==> config.mk <==
export PLATFORM = sky130hd
export DESIGN_NAME = uart_tx_arbiter_flat
export DESIGN_NICKNAME = d
export VERILOG_FILES = /design/src/rtl/uart_tx_arbiter_if.sv /design/src/rtl/uart_tx_arbiter.sv /design/src/flat_wrapper.sv
export SDC_FILE = /design/constraint.sdc
export NUM_CORES = 1
export LEC_CHECK = 0
export BUFFER_PORTS_ARGS = -buffer_cell sky130_fd_sc_hd__buf_2
export CORE_MARGIN = 1.5
export CORE_UTILIZATION = 48
export DETAILED_ROUTE_END_ITERATION = 6
export GPL_TIMING_DRIVEN = 0
export PLACE_DENSITY = 0.85
export SETUP_SLACK_MARGIN = 0.1
export SKIP_LAST_GASP = 1
export SYNTH_ARGS = -nofsm -noshare
export SYNTH_HDL_FRONTEND = slang
export SYNTH_SLANG_ARGS = --single-unit
==> constraint.sdc <==
create_clock -name clk -period 3.3 [get_ports clk]
set_input_delay 0.33 -clock clk [delete_from_list [all_inputs] [get_ports clk]]
set_output_delay 0.33 -clock clk [all_outputs]
set_load 0.01 [all_outputs]
==> src/rtl/uart_tx_arbiter_if.sv <==
// Request/transmit bundle between the TX arbiter, its response sources and uart_tx.
// slave = arbiter side, master = sources plus the uart_tx busy flag.
interface uart_tx_arbiter_if #(
  parameter int NUM_CH = 4,
  parameter int DATA_W = 8
);
  localparam int CH_W = $clog2(NUM_CH);

  logic [NUM_CH-1:0]        req_valid;
  logic [NUM_CH*DATA_W-1:0] req_data;
  logic [NUM_CH-1:0]        req_last;
  logic [NUM_CH-1:0]        req_ready;
  logic [DATA_W-1:0]        tx_data;
  logic                     tx_send;
  logic                     tx_busy;
  logic [CH_W-1:0]          grant_ch;
  logic                     lock_active;
  logic                     timeout_err;

  modport slave (
    input  req_valid, req_data, req_last, tx_busy,
    output req_ready, tx_data, tx_send, grant_ch, lock_active, timeout_err
  );

  modport master (
    output req_valid, req_data, req_last, tx_busy,
    input  req_ready, tx_data, tx_send, grant_ch, lock_active, timeout_err
  );
endinterface

==> src/rtl/uart_tx_arbiter.sv <==
// Packet-locking round-robin arbiter feeding one uart_tx from NUM_CH sources.
// Define TX_ARB_TIMEOUT_EN to build the stalled-owner release counter.
module uart_tx_arbiter #(
  parameter int NUM_CH         = 4,
  parameter int DATA_W         = 8,
  parameter int TIMEOUT_CYCLES = 1_000_000
) (
  input logic              clk,
  input logic              rst,
  uart_tx_arbiter_if.slave bus
);
  localparam int CH_W = $clog2(NUM_CH);

  if (NUM_CH < 2 || NUM_CH > 16 || TIMEOUT_CYCLES < 1) begin : g_bad_cfg
    $error("uart_tx_arbiter: unsupported parameter set");
  end

  typedef enum logic [2:0] {
    S_IDLE, S_LOCK, S_SEND, S_WAIT_START, S_WAIT_DONE
  } state_e;

  state_e            state_q, state_d;
  logic [CH_W-1:0]   grant_q, grant_d;
  logic [CH_W-1:0]   rr_ptr_q, rr_ptr_d;
  logic              lock_q, lock_d;
  logic              last_q, last_d;
  logic              send_q, send_d;
  logic              ws_cnt_q, ws_cnt_d;
  logic [DATA_W-1:0] data_q, data_d;
`ifdef TX_ARB_TIMEOUT_EN
  localparam int TO_W = $clog2(TIMEOUT_CYCLES + 1);
  logic [TO_W-1:0]   to_cnt_q, to_cnt_d;
  logic              to_err_q, to_err_d;
`endif

  logic              hit;
  logic [CH_W-1:0]   hit_idx;
  logic              accept;
  logic [CH_W-1:0]   next_ptr;
  logic [NUM_CH-1:0] ready;

  function automatic logic [CH_W-1:0] wrap_add(input logic [CH_W-1:0] p, input int k);
    int s;
    s = int'(p) + k;
    if (s >= NUM_CH) s = s - NUM_CH;
    return CH_W'(s);
  endfunction

  // First requester at or after rr_ptr, wrapping past the top channel.
  always_comb begin
    hit     = 1'b0;
    hit_idx = '0;
    for (int k = 0; k < NUM_CH; k++) begin
      if (!hit && bus.req_valid[wrap_add(rr_ptr_q, k)]) begin
        hit     = 1'b1;
        hit_idx = wrap_add(rr_ptr_q, k);
      end
    end
  end

  assign next_ptr = wrap_add(grant_q, 1);
  assign accept   = (state_q == S_LOCK) && bus.req_valid[grant_q] && !bus.tx_busy;

  always_comb begin
    ready          = '0;
    ready[grant_q] = accept;
  end

  always_comb begin
    state_d  = state_q;
    grant_d  = grant_q;
    rr_ptr_d = rr_ptr_q;
    lock_d   = lock_q;
    last_d   = last_q;
    data_d   = data_q;
    send_d   = 1'b0;
    ws_cnt_d = ws_cnt_q;
`ifdef TX_ARB_TIMEOUT_EN
    to_cnt_d = to_cnt_q;
    to_err_d = 1'b0;
`endif
    case (state_q)
      S_IDLE: begin
`ifdef TX_ARB_TIMEOUT_EN
        to_cnt_d = '0;
`endif
        if (hit) begin
          grant_d = hit_idx;
          lock_d  = 1'b1;
          state_d = S_LOCK;
        end
      end
      S_LOCK: begin
        if (accept) begin
          data_d  = bus.req_data[grant_q*DATA_W +: DATA_W];
          last_d  = bus.req_last[grant_q];
          send_d  = 1'b1;
          state_d = S_SEND;
`ifdef TX_ARB_TIMEOUT_EN
          to_cnt_d = '0;
        end else if (!bus.req_valid[grant_q]) begin
          // Owner went quiet mid-packet: count its silence, evict at the limit.
          if (to_cnt_q == TO_W'(TIMEOUT_CYCLES - 1)) begin
            to_err_d = 1'b1;
            to_cnt_d = '0;
            lock_d   = 1'b0;
            rr_ptr_d = next_ptr;
            state_d  = S_IDLE;
          end else begin
            to_cnt_d = to_cnt_q + 1'b1;
          end
`endif
        end
      end
      S_SEND: begin
        ws_cnt_d = 1'b0;
        state_d  = S_WAIT_START;
      end
      S_WAIT_START: begin
        // Second cycle here moves on even if the busy rising edge was missed.
        if (bus.tx_busy || ws_cnt_q) state_d = S_WAIT_DONE;
        else                         ws_cnt_d = 1'b1;
      end
      S_WAIT_DONE: begin
        if (!bus.tx_busy) begin
          if (last_q) begin
            lock_d   = 1'b0;
            rr_ptr_d = next_ptr;
            state_d  = S_IDLE;
          end else begin
            state_d  = S_LOCK;
          end
        end
      end
      default: state_d = S_IDLE;
    endcase
  end

  always_ff @(posedge clk) begin
    if (rst) begin
      state_q  <= S_IDLE;
      grant_q  <= '0;
      rr_ptr_q <= '0;
      lock_q   <= 1'b0;
      last_q   <= 1'b0;
      send_q   <= 1'b0;
      ws_cnt_q <= 1'b0;
      data_q   <= '0;
`ifdef TX_ARB_TIMEOUT_EN
      to_cnt_q <= '0;
      to_err_q <= 1'b0;
`endif
    end else begin
      state_q  <= state_d;
      grant_q  <= grant_d;
      rr_ptr_q <= rr_ptr_d;
      lock_q   <= lock_d;
      last_q   <= last_d;
      send_q   <= send_d;
      ws_cnt_q <= ws_cnt_d;
      data_q   <= data_d;
`ifdef TX_ARB_TIMEOUT_EN
      to_cnt_q <= to_cnt_d;
      to_err_q <= to_err_d;
`endif
    end
  end

  assign bus.req_ready   = ready;
  assign bus.tx_data     = data_q;
  assign bus.tx_send     = send_q;
  assign bus.grant_ch    = grant_q;
  assign bus.lock_active = lock_q;
`ifdef TX_ARB_TIMEOUT_EN
  assign bus.timeout_err = to_err_q;
`else
  assign bus.timeout_err = 1'b0;
`endif
endmodule

==> src/flat_wrapper.sv <==
// flat-port wrapper written by rule: the top's interface ports become plain ports
module uart_tx_arbiter_flat 
#(
  parameter int NUM_CH         = 4,
  parameter int DATA_W         = 8,
  parameter int TIMEOUT_CYCLES = 1_000_000
)
  (clk, rst, bus_req_valid, bus_req_data, bus_req_last, bus_tx_busy, bus_req_ready, bus_tx_data, bus_tx_send, bus_grant_ch, bus_lock_active, bus_timeout_err);
  uart_tx_arbiter_if #(.NUM_CH(NUM_CH), .DATA_W(DATA_W)) bus_i ();
  input logic clk;
  input logic rst;
  input wire logic [$bits(bus_i.req_valid)-1:0] bus_req_valid;
  input wire logic [$bits(bus_i.req_data)-1:0] bus_req_data;
  input wire logic [$bits(bus_i.req_last)-1:0] bus_req_last;
  input wire logic [$bits(bus_i.tx_busy)-1:0] bus_tx_busy;
  output wire logic [$bits(bus_i.req_ready)-1:0] bus_req_ready;
  output wire logic [$bits(bus_i.tx_data)-1:0] bus_tx_data;
  output wire logic [$bits(bus_i.tx_send)-1:0] bus_tx_send;
  output wire logic [$bits(bus_i.grant_ch)-1:0] bus_grant_ch;
  output wire logic [$bits(bus_i.lock_active)-1:0] bus_lock_active;
  output wire logic [$bits(bus_i.timeout_err)-1:0] bus_timeout_err;
  assign bus_i.req_valid = bus_req_valid;
  assign bus_i.req_data = bus_req_data;
  assign bus_i.req_last = bus_req_last;
  assign bus_i.tx_busy = bus_tx_busy;
  assign bus_req_ready = bus_i.req_ready;
  assign bus_tx_data = bus_i.tx_data;
  assign bus_tx_send = bus_i.tx_send;
  assign bus_grant_ch = bus_i.grant_ch;
  assign bus_lock_active = bus_i.lock_active;
  assign bus_timeout_err = bus_i.timeout_err;
  uart_tx_arbiter #(.NUM_CH(NUM_CH), .DATA_W(DATA_W), .TIMEOUT_CYCLES(TIMEOUT_CYCLES)) u_core (.clk(clk), .rst(rst), .bus(bus_i));
endmodule
==> impl_metrics.yaml <==
run_status:
  outcome: "finished, final reports clean"
cts:
  cts_tree: "built"
  clk_pin_slew_ps: 110
  cts.sinks: 19
  numCtsBuffers: 3
  cts_setup_buffers: 0
  postCtsHoldBufs: 0
  clk_latency_ps: 300
  clk_path_buf_depth: 2
  cts-htree-levels: 1
  cts_resized: 0
  clockRootBuffer: "clkbuf_4"
final_layout:
  n_fill_cell: 189
  multi_input_area_sq_um: 697
  antenna_cells: 0
  area_growth_pct: 30.7
  layout.nets: 221
  layout-drive-gt1-share_pct: 44.5
  fin_area_sq_um: 1480
  regArea_sq_um: 380
min_path:
  min_from: "bus_tx_busy"
  hp-class: "in2reg"
  holdPathStages: 3
  min_to: "u_core.state_q[2]$_SDFFE_PP0P_"
sta:
  slew_headroom_pct: 62.9
  slew_viol_final: 0
  setup_viol_count_final: 0
  layout_setup_ws_ps: 1010
  clock_skew_ps: 2.06
  period_needed_ps: 2290
  tightest_slew_ps: 556
  setup_tns_ps: 0
  hold_violations: 0
  finalCritPeriodShare_pct: 69.4
  max_freq_mhz: 437
  rsz0062_at_grt: "false"
setup_path:
  path_class: "reg2out"
  cp.arrival_ps: 1960
  reg2reg_depth: 4
  reg2reg_slack_ps: 1510
  critPathMaxFanout: 6
  r2r-start: "u_core.bus.grant_ch[0]$_SDFFE_PP0P_"
  required_ps: 2970
  reg2reg_to: "u_core.bus.tx_data[6]$_SDFFE_PP0P_"
  critPathCaptureType: "output pin"
  cp-start-kind: "flop"
pwr:
  seqPwrFrac_pct: 51.2
  p_comb_share_pct: 23.9
  peakVddDrop_uv: 263
  clkPwrFrac_pct: 24.9
  switching_power_mw: 0.140
  powerDensity_nw_per_um2: 329
  leakage_nw: 0.753
  cell_internal_pwr_mw: 0.348
  netSwitchingFraction_pct: 28.7
floorplan:
  die_x_um: 51.6
  fp-row-count: 17
  design.die.area_sq_um: 2670
  io_pins: 60
  core_sq_um: 2210
  die_h_um: 51.6
  start_util_pct: 51.3
route:
  drt_iter0_markers: 19
  drt_first_pass_iters: 4
  drt_wl_total_um: 2930
  wl_per_cell_um: 14.6
  ant_nets: 0
  num_vias: 1066
  viasPerCell: 5.30
  drc_errors: 0
yosys:
  yosysWarningCount: 0
  avgSynthCellArea_sq_um: 10.1
  yosysSeqAreaShare_pct: 33.5
  synthCells: 112
  synth_cell_types: 32
  syn_area_sq_um: 1130
  synth.net_count: 159
  synth-seq-cells: 19
placed_design:
  post-place-ws_ps: 1360
  placed_area_sq_um: 1460
  portBuffers: 57
  gp_congestion: 0.840
  dp_hpwl_um: 2340
grt:
  grt_max_degree: 12
  antenna_found_initial: 0
  grt_pass1_wl_um: 4540
  track_usage_pct: 24.0
  grt_pass1_vias: 1013
  gr-total-overflow: 0
flow_run:
  max_cap_violations: 0
synth_stat cells, drive strengths merged:
library cell	instances	area (sq um)
o21a	1	7.51
nand4b	2	23.8
nor2	18	67.6
a211oi	1	7.51
a31oi	1	6.26
and3	1	6.26
nand3	2	10.0
a21oi	6	30.0
o221a	1	11.3
buf	4	27.5
clkbuf	3	11.3
conb	1	3.75
mux2i	12	120
o221ai	1	8.76
ha	4	50.1
o21ai	1	5.00
a31o	1	8.76
nand2b	4	25.0
dfxtp	19	380
nor4	1	6.26
o22ai	1	6.26
a211o	1	8.76
o31a	1	8.76
and2	4	25.0
mux4	10	225
nand2	4	15.0
nor3	2	10.0
inv	5	18.8
per-layer routing:
layer	share of wire (%)	vias to the layer above	GRT usage (%)
met4	2.8	0	14.0
met5	0	-	0
li1	-	525	-
met1	40	504	27.3
met3	4.2	6	4.31
met2	53	31	41.7
power by group through the flow:
stage / Clock (mW) / Combinational [mW] / Sequential, mW
2_1_floorplan: 0 / 0.0663 / 0.257
3_3_place_gp: 0 / 0.111 / 0.254
3_5_place_dp: 0 / 0.116 / 0.255
4_1_cts: 0.123 / 0.117 / 0.250
5_1_grt: 0.133 / 0.128 / 0.252
6_report: 0.122 / 0.117 / 0.250
stage by stage:
step                power [mW]  utilization, %  instances  hold slack [ps]
detailed placement       0.371            65.8        197              445
floorplan                0.323               -        112              481
CTS                      0.490            67.0        201              335
global route             0.512            67.0        201              352
global placement         0.366            65.8        197              441
finish                   0.488            67.0        201              337
state kept, by name, indices dropped and copies added (netlist names):
signal / flops
u_core.bus.grant_ch: 2
u_core.bus.lock_active: 1
u_core.bus.tx_data: 8
u_core.bus.tx_send: 1
u_core.last_q: 1
u_core.rr_ptr_q: 2
u_core.state_q: 3
u_core.ws_cnt_q: 1
cell families (layout without fill, tap and decap cells):
kind of cell,after synthesis,in the layout,share of synthesized area (%)
AND/OR/NAND/NOR,38,38,16.6
multiplexers,22,22,30.4
flip-flops,19,19,33.5
AO/OA/AOI/OAI,16,16,9.59
buffers and inverters,12,73,5.07
adder cells (fa/ha/maj),4,4,4.41
other,1,1,0.330
worst max-delay path by stage:
stage | from | end
floorplan | u_core.bus.grant_ch[0]$_SDFFE_PP0P_ | bus_req_ready[0]
global placement | u_core.bus.grant_ch[0]$_SDFFE_PP0P_ | bus_req_ready[3]
finish | u_core.bus.grant_ch[0]$_SDFFE_PP0P_ | bus_req_ready[2]
detailed placement | u_core.bus.grant_ch[0]$_SDFFE_PP0P_ | bus_req_ready[2]
CTS | u_core.bus.grant_ch[0]$_SDFFE_PP0P_ | bus_req_ready[2]
global route | u_core.bus.grant_ch[0]$_SDFFE_PP0P_ | bus_req_ready[2]
critical path, stage by stage (launching register included):
cell     delay [ps]
dfxtp_1         510
mux4_2          570
nand3_1         170
nor2_1          100
and2_1          180
buf_2           130
cells in the final DEF, fill, tap and decap left out:
master / netlist / final
a211o_1: 1 / 1
a211oi_1: 1 / 1
ha_1: 4 / 4
o221ai_1: 1 / 1
nand2_1: 4 / 4
nand3_1: 2 / 2
mux2i_1: 12 / 12
buf_4: 1 / 1
clkbuf_4: 0 / 3
nand4b_2: 1 / 1
o31a_1: 1 / 1
buf_2: 1 / 58
nand4b_1: 1 / 1
nor4_1: 1 / 1
a31o_2: 1 / 1
nand2b_1: 4 / 4
and2_1: 4 / 4
nor2_1: 18 / 18
conb_1: 1 / 1
dfxtp_1: 19 / 19
o21a_1: 1 / 1
mux4_2: 10 / 10
o221a_2: 1 / 1
and3_1: 1 / 1
buf_6: 1 / 1
nor3_1: 2 / 2
a31oi_1: 1 / 1
clkinv_2: 0 / 1
inv_1: 5 / 5
buf_1: 1 / 1
a21oi_1: 6 / 6
o22ai_1: 1 / 1
o21ai_0: 1 / 1
clkbuf_1: 3 / 3
cell type report:
cell class                 count  area share (%)
sequential                    19            25.7
tap                           28            2.36
inverter                       5            1.27
multi-input combinational     81            47.0
buffer                         7            2.62
timing repair buffer          57            19.2
clock inverter                 1           0.338
clock buffer                   3            1.52
Power figures use the tool's default switching activity.
